--- src/rtl/uart_pkg.sv ---
// uart_pkg: shared UART timing constants, byte width and arbiter FSM states
package uart_pkg;
  localparam int CLK_HZ       = 27_000_000;
  localparam int BAUD         = 115_200;
  localparam int CLKS_PER_BIT = 234;
  localparam int BYTE_W       = 8;
  typedef enum logic {IDLE, OWN} arb_state_e;
endpackage

--- src/rtl/uart_tx_arbiter_rr_pick.sv ---
// rr_pick: combinational round-robin picker, first request at or after ptr_i
module rr_pick #(
  parameter int N  = 4,
  parameter int PW = $clog2(N)
) (
  input  logic [N-1:0]  req_i,
  input  logic [PW-1:0] ptr_i,
  output logic [N-1:0]  pick_o,
  output logic          any_o
);
  logic [PW-1:0] idx;
  always_comb begin
    pick_o = '0;
    idx    = '0;
    for (int k = 0; k < N; k++) begin
      idx = PW'((int'(ptr_i) + k) % N);
      if (pick_o == '0 && req_i[idx]) pick_o[idx] = 1'b1;
    end
  end
  assign any_o = |req_i;
endmodule

--- src/rtl/uart_tx_arbiter.sv ---
// uart_tx_arbiter: message-atomic round-robin sharing of one UART byte transmitter.
// Define UART_ARB_TIMEOUT_EN to force release of an owner stalled for TIMEOUT_CYCLES.
module uart_tx_arbiter
  import uart_pkg::*;
#(
  parameter int NUM_REQ        = 4,
  parameter int TIMEOUT_CYCLES = 65535
) (
  input  logic                      clk,
  input  logic                      rst,
  input  logic [NUM_REQ-1:0]        req_valid_i,
  input  logic [NUM_REQ*BYTE_W-1:0] req_data_i,
  input  logic [NUM_REQ-1:0]        req_last_i,
  output logic [NUM_REQ-1:0]        req_ready_o,
  output logic                      tx_valid_o,
  output logic [BYTE_W-1:0]         tx_data_o,
  input  logic                      tx_ready_i,
  output logic [NUM_REQ-1:0]        grant_o,
  output logic                      busy_o,
  output logic                      timeout_o
);
  localparam int PW = $clog2(NUM_REQ);
  if (NUM_REQ < 2 || NUM_REQ > 8) $error("NUM_REQ out of range 2..8");
  if (TIMEOUT_CYCLES < 1 || TIMEOUT_CYCLES > 65535) $error("TIMEOUT_CYCLES out of range");
  arb_state_e         state_q;
  logic [NUM_REQ-1:0] grant_q, pick;
  logic [PW-1:0]      owner_q, ptr_q, ptr_d, pick_idx;
  logic [BYTE_W-1:0]  bytes [NUM_REQ];
  logic               any_req, own, xfer, last_xfer, stall_hit;
  rr_pick #(.N(NUM_REQ)) u_pick (
    .req_i  (req_valid_i),
    .ptr_i  (ptr_q),
    .pick_o (pick),
    .any_o  (any_req)
  );
  always_comb begin
    pick_idx = '0;
    for (int i = 0; i < NUM_REQ; i++) begin
      bytes[i] = req_data_i[BYTE_W*i +: BYTE_W];
      if (pick[i]) pick_idx = PW'(i);
    end
  end
  // Datapath is purely combinational off the registered owner so reset clears it at once.
  assign own         = state_q == OWN;
  assign tx_valid_o  = own && req_valid_i[owner_q];
  assign tx_data_o   = own ? bytes[owner_q] : '0;
  assign req_ready_o = grant_q & {NUM_REQ{tx_ready_i}};
  assign grant_o     = grant_q;
  assign busy_o      = own;
  assign xfer        = tx_valid_o && tx_ready_i;
  assign last_xfer   = xfer && req_last_i[owner_q];
  assign ptr_d       = owner_q == PW'(NUM_REQ - 1) ? '0 : owner_q + 1'b1;
`ifdef UART_ARB_TIMEOUT_EN
  logic [15:0] stall_q;
  logic        timeout_q;
  assign stall_hit = own && !xfer && stall_q == 16'(TIMEOUT_CYCLES - 1);
  assign timeout_o = timeout_q;
  always_ff @(posedge clk or posedge rst) begin
    if (rst) begin
      stall_q   <= '0;
      timeout_q <= 1'b0;
    end else begin
      stall_q   <= (!own || xfer || stall_hit) ? '0 : stall_q + 1'b1;
      timeout_q <= stall_hit;
    end
  end
`else
  assign stall_hit = 1'b0;
  assign timeout_o = 1'b0;
`endif
  always_ff @(posedge clk or posedge rst) begin
    if (rst) begin
      state_q <= IDLE;
      grant_q <= '0;
      owner_q <= '0;
      ptr_q   <= '0;
    end else if (state_q == IDLE) begin
      if (any_req) begin
        state_q <= OWN;
        grant_q <= pick;
        owner_q <= pick_idx;
      end
    end else if (last_xfer || stall_hit) begin
      state_q <= IDLE;
      grant_q <= '0;
      ptr_q   <= ptr_d;
    end
  end
endmodule

--- config.mk ---
export PLATFORM = sky130hd
export DESIGN_NAME = uart_tx_arbiter
export DESIGN_NICKNAME = d
export VERILOG_FILES = /design/src/rtl/uart_pkg.sv /design/src/rtl/uart_tx_arbiter_rr_pick.sv /design/src/rtl/uart_tx_arbiter.sv
export SDC_FILE = /design/constraint.sdc
export NUM_CORES = 1
export LEC_CHECK = 0
export ABC_AREA = 1
export CORE_ASPECT_RATIO = 2
export CORE_MARGIN = 2
export CORE_UTILIZATION = 42
export DETAILED_ROUTE_END_ITERATION = 8
export GPL_TIMING_DRIVEN = 1
export HOLD_SLACK_MARGIN = 0.06
export PLACE_DENSITY = 0.81
export SLEW_MARGIN = 10
export SYNTH_ARGS = -nofsm -noshare
export SYNTH_HDL_FRONTEND = slang
export SYNTH_HIERARCHICAL = 1
export SYNTH_SLANG_ARGS = --single-unit
--- constraint.sdc ---
create_clock -name clk -period 3.18 [get_ports clk]
set_input_delay 0.954 -clock clk [delete_from_list [all_inputs] [get_ports clk]]
set_output_delay 0.954 -clock clk [all_outputs]
set_load 0.01 [all_outputs]
* Yosys cells after proc, flatten, opt, wreduce, memory -nomap -nowiden *
Cells that the tools add are included.

storage, ports and cells
  output and inout bits = 19
  flip-flop bits (word level) = 9
  word-level logic and storage cells = 82

operators by class
  multiplexer cells = 38
  add/sub/neg operators = 4
  bitwise logic cells = 6
  $lt $le $gt $ge = 10
  equality and inequality tests = 2
  reductions and logical operators = 18

operator list
  operator                                                           count
  two-way mux 4 bit                                                  7
  two-way mux 8 bit                                                  3
  binary-select mux 8 bit (select 2 bit)                             1
  < comparator 2 x 3 -> 1 bit, second input constant                 5
  two-way mux 1 bit                                                  14
  binary-select mux 1 bit (select 2 bit)                             6
  logical NOT 4 bit                                                  3
  bitwise OR 4 bit                                                   3
  logical AND 1 bit                                                  10
  demux 1 bit (select 2 bit)                                         4
  greater-or-equal comparator 2 x 1 -> 1 bit, second input constant  4
  two-way mux 2 bit                                                  3
  AND reduction 2 bit                                                3
  adder 2 x 1 -> 2 bit, second input constant                        2
  adder 2 bit, second input constant                                 2
  AND 4 bit                                                          1
  OR reduction 4 bit                                                 1
  greater-or-equal comparator 3 bit, second input constant           1
  NOT 2 -> 3 bit                                                     1
  equality test 2 bit, second input constant                         1
  inequality test 2 x 1 -> 1 bit, second input constant              1
  nonzero test 2 bit                                                 1
  NOT 1 bit                                                          1

* Longest topological paths before layout *
  depth after elaboration = 17
  depth in mapped cells = 20
  gate-level depth less buffers = 20

* Cells and area by module *
The synthesis kept the hierarchy.

by module, submodules not included
  module           instances  area an instance (sq um)  seq. area each (sq um)  cells an instance
  uart_tx_arbiter  1          843.3                     225.2                   138
  rr_pick          1          515.5                     0.0                     86

* Worst setup path before layout *
OpenSTA, ideal clock, no wires.

  kind = in2reg
  start point = input port req_valid_i[1]
  end point = register owner_q[0]
  data arrival time = 2.282 ns
  setup slack = 0.765 ns
  library setup time = 0.133 ns
  cell stages on the path = 18
  required time = 3.047 ns
  path buffers = 0
  cell sequence = inv_1 > nand2_1 > nand2_1 > nand2_1 > nand3_2 > nand2_2 > inv_2 > nand3_1 > nand2_2 > nor2_2 > nand3_1 > nand2_2 > nor2_4 > nand3_1 > nand2_1 > nor2_1 > o21ai_0 > o21ai_0

between the ends
  elaborated cells on any way between the ends = 26

RTL lines
  element                                  RTL line                       source
  from (decl)                              uart_tx_arbiter.sv:11          input logic [NUM_REQ-1:0] req_valid_i,
  binary-select mux 1 bit (select 2 bit)   uart_tx_arbiter_rr_pick.sv:17  if (pick_o == '0 && req_i[idx]) pick_o[idx] = 1'b1;
  two-way mux 1 bit (implied by the code)  uart_tx_arbiter_rr_pick.sv:17
  two-way mux 4 bit                        uart_tx_arbiter_rr_pick.sv:17
  logical NOT 4 bit                        uart_tx_arbiter_rr_pick.sv:17
  logical AND 1 bit                        uart_tx_arbiter_rr_pick.sv:17
  two-way mux 4 bit                        uart_tx_arbiter_rr_pick.sv:17
  logical NOT 4 bit                        uart_tx_arbiter_rr_pick.sv:17
  logical AND 1 bit                        uart_tx_arbiter_rr_pick.sv:17
  two-way mux 4 bit                        uart_tx_arbiter_rr_pick.sv:17
  logical NOT 4 bit                        uart_tx_arbiter_rr_pick.sv:17
  logical AND 1 bit                        uart_tx_arbiter_rr_pick.sv:17
  two-way mux 4 bit (*)                    uart_tx_arbiter_rr_pick.sv:17
  via pick[2]                              uart_tx_arbiter.sv:26          logic [NUM_REQ-1:0] grant_q, pick;
  two-way mux 2 bit (*) (2 in series)      uart_tx_arbiter.sv:40          if (pick[i]) pick_idx = PW'(i);
  to (signal assigned)                     uart_tx_arbiter.sv:81          owner_q <= pick_idx;
  to (decl)                                uart_tx_arbiter.sv:27          logic [PW-1:0] owner_q, ptr_q, ptr_d, pick_idx;

Mark *: on every way through the listed nets, which the timed path passes. The rest lies on a longest branch. The select of a mux whose other input is x is not followed.
A chain may end at the register's enable or synchronous reset.

* Final worst setup path *
  start point = input port tx_ready_i
  end point = output port req_ready_o[3]

between the ends
  longest elaborated chain between the ends = 1

ends and longest elaborated chain
  element      RTL line               source
  from (decl)  uart_tx_arbiter.sv:17  input logic tx_ready_i,
  AND 4 bit    uart_tx_arbiter.sv:47  assign req_ready_o = grant_q & {NUM_REQ{tx_ready_i}};
  to (decl)    uart_tx_arbiter.sv:14  output logic [NUM_REQ-1:0] req_ready_o,

No other way between the ends.

==> qor.yml <==
crit_top_cell: "clkdlybuf4s50_1"
start_util: 0.4354
min_period_ns: 3.106
synth_area_leader_cell: "dfrtp_1"
routed_wl_mm: 4.089
syn-num-nets: 276
cts_root_buf: "clkbuf_8"
grt_usage: 0.2251
vdd_drop_max_mv: 0.5493
p_total_mw: 1.830
wl_per_cell_um: 12.70
synthFlopType: "dfrtp_1"
syn_area_sq_um: 1359
ys_types: 26
setup.worst_path.class: "in2out"
die-area_sq_um: 3734
clk_pin_slew_worst_paths_ns: 0.04
clock_latency_ns: 0.23
clock_sinks: 9
h-tree-depth: 1
power_density_nw_per_um2: 884.1
synth-seq-area-share: 0.1657
drt-pass1-iter-count: 7
setup_viol: 0
cts_buffers: 3
multi_input_comb_area_sq_um: 965.9
ys_top_cells_by_count: "nand2_1, nor2_1, nand3_1"
arrival_ns: 2.15
tightest_slew_ns: 0.5102
syn2layout_area_growth_pct: 52.30
cap_viol_max_count: 0
synthArstFlopShare: 1.000
hpwl_mm: 3.324
ys_warn_count: 6
hold_viol: 0
viasPerCell: 5.146
fin_cells: 322
synth.area.top_cells: "dfrtp_1, nand2_1, nor2_1"
dp.cells: 317
final.setup_skew_ns: 0.00009706
min_path_cells: 2
synth_top_area_frac: 0.1657
synth_cells: 224
path_cells: "clkdlybuf4s50_1, nand2_1, inv_1, clkdlybuf4s50_1"
outcome: "finished clean"
critPathRequiredTime_ns: 2.23
num_io_pins: 62
startpoint_type: "primary input"
num_rows: 29
synth_edf_count: 0
cts_tree: "done"
first_iter_violations: 22
end_kind: "output pin"
ctsLongestPathBuffers: 2
place_congestion: 0.8337
ant_nets: 0
fill_cells: 300
drive_above_1_share: 0.1684
die_y_um: 84.44
n_antenna_cell: 0
synth_seq_cells: 9
yosysMostFrequentCell: "nand2_1"
core-area_sq_um: 3120
relSlewSlack: 0.6595
grt_max_degree: 16
power.leakage_nw: 1.067
synth.avg_cell_area_sq_um: 6.066
port_buffers: 60
die_w_um: 44.22
r2r_cells: 19
grt_pass1_vias: 1629
grt_pass1_wl_mm: 6.527
holdCritPathClass: "reg2reg"
antenna_found_initial: 0
drc_errors: 0
overflow: 0
crit_path_max_fanout: 5
final_max_slew_viol_count: 0
post-route-period-util: 0.9766
area.sequential_sq_um: 225.2
finalNetCount: 344
fmax_mhz: 322.0
max_stage_delay_ns: 0.54
crit_path_top_delay_cell: "clkdlybuf4s50_1"
vias: 1657
cts_hold_buf: 0
[logic make-up (layout without fill, tap and decap cells)]
family	after synthesis	count (layout)	share of synthesized area
buf+inv	40	107	0.1289
other cells	1	1	0.002760
fa+ha+maj	9	9	0.08287
simple gates	131	131	0.4770
compound gates	34	34	0.1427
flops	9	9	0.1657
[critical path: cells and delay by family]
kind,cells,cell delay [ns]
simple gates,1,0.07
buf+inv,3,1.12
[cells in the final DEF (no fill, tap or decap), types with 9 or more instances in the layout]
master,n
inv_1,26
nor2_1,38
nand2_1,40
dfrtp_1,9
buf_4,11
a21oi_1,9
nand2_2,11
o21ai_0,20
nand3_1,27
ha_1,9
clkdlybuf4s50_1,51
[sequential cells by signal, summed over array words and instances, names as in the netlist]
name     cells
busy_o       1
grant_o      4
owner_q      2
ptr_q        2
[worst paths after layout]
check / startpoint / slack [ns] / to
setup / recovery: tx_ready_i / 0.07 / req_ready_o[3]
hold / removal: grant_o[0]$_DFFE_PP0P_ / 0.53 / grant_o[0]$_DFFE_PP0P_
setup reg to reg: ptr_q[0]$_DFFE_PP0P_ / 0.50 / owner_q[0]$_DFFE_PP0P_
hold reg to reg: grant_o[0]$_DFFE_PP0P_ / 0.53 / grant_o[0]$_DFFE_PP0P_
max in group asynchronous: rst / 1.96 / busy_o$_DFF_PP0_
min in group asynchronous: rst / 0.98 / grant_o[3]$_DFFE_PP0P_
[report_power, final]
part	total (mW)	switching (mW)	internal, mW
Sequential	0.233	0.0732	0.160
Combinational	1.46	0.863	0.601
Clock	0.133	0.0472	0.0855
Total	1.83	0.984	0.846
[layer usage]
layer,vias to the layer above,track usage,share of wire
met5,-,0,0
met4,0,0.1322,0.027
met3,10,0.04516,0.064
met2,67,0.4439,0.57
met1,738,0.1833,0.34
li1,842,-,-
[repair_timing]
item / in CTS / in global routing
resized for setup: 9 / 4
endpoints found under the setup margin: 9 / 2
cloned: 0 / 0
setup buffers: 0 / 1
pin swaps: 0 / 3
[stage by stage]
step	cell area (sq um)	hold WS, ns	TNS, ns	util	setup WS [ns]
after floorplan	1359	0.5512	0	-	0.7649
after global placement	2018	0.5102	-0.7729	0.6468	-0.2190
final	2069	0.5297	0	0.6632	0.07439
after CTS	2053	0.5298	0	0.6580	0.03135
after global routing	2069	0.5663	-0.03362	0.6632	-0.03362
after detailed placement	2018	0.5201	-0.9116	0.6468	-0.2412
[final cells by class]
class	instances	area share
Clock buffer	3	0.01995
Timing Repair Buffer	71	0.3253
Multi-Input combinational cell	175	0.4667
Inverter	32	0.05804
Clock inverter	1	0.002418
Tap cell	31	0.01874
Sequential cell	9	0.1088
(Power assumes the default switching activity.)
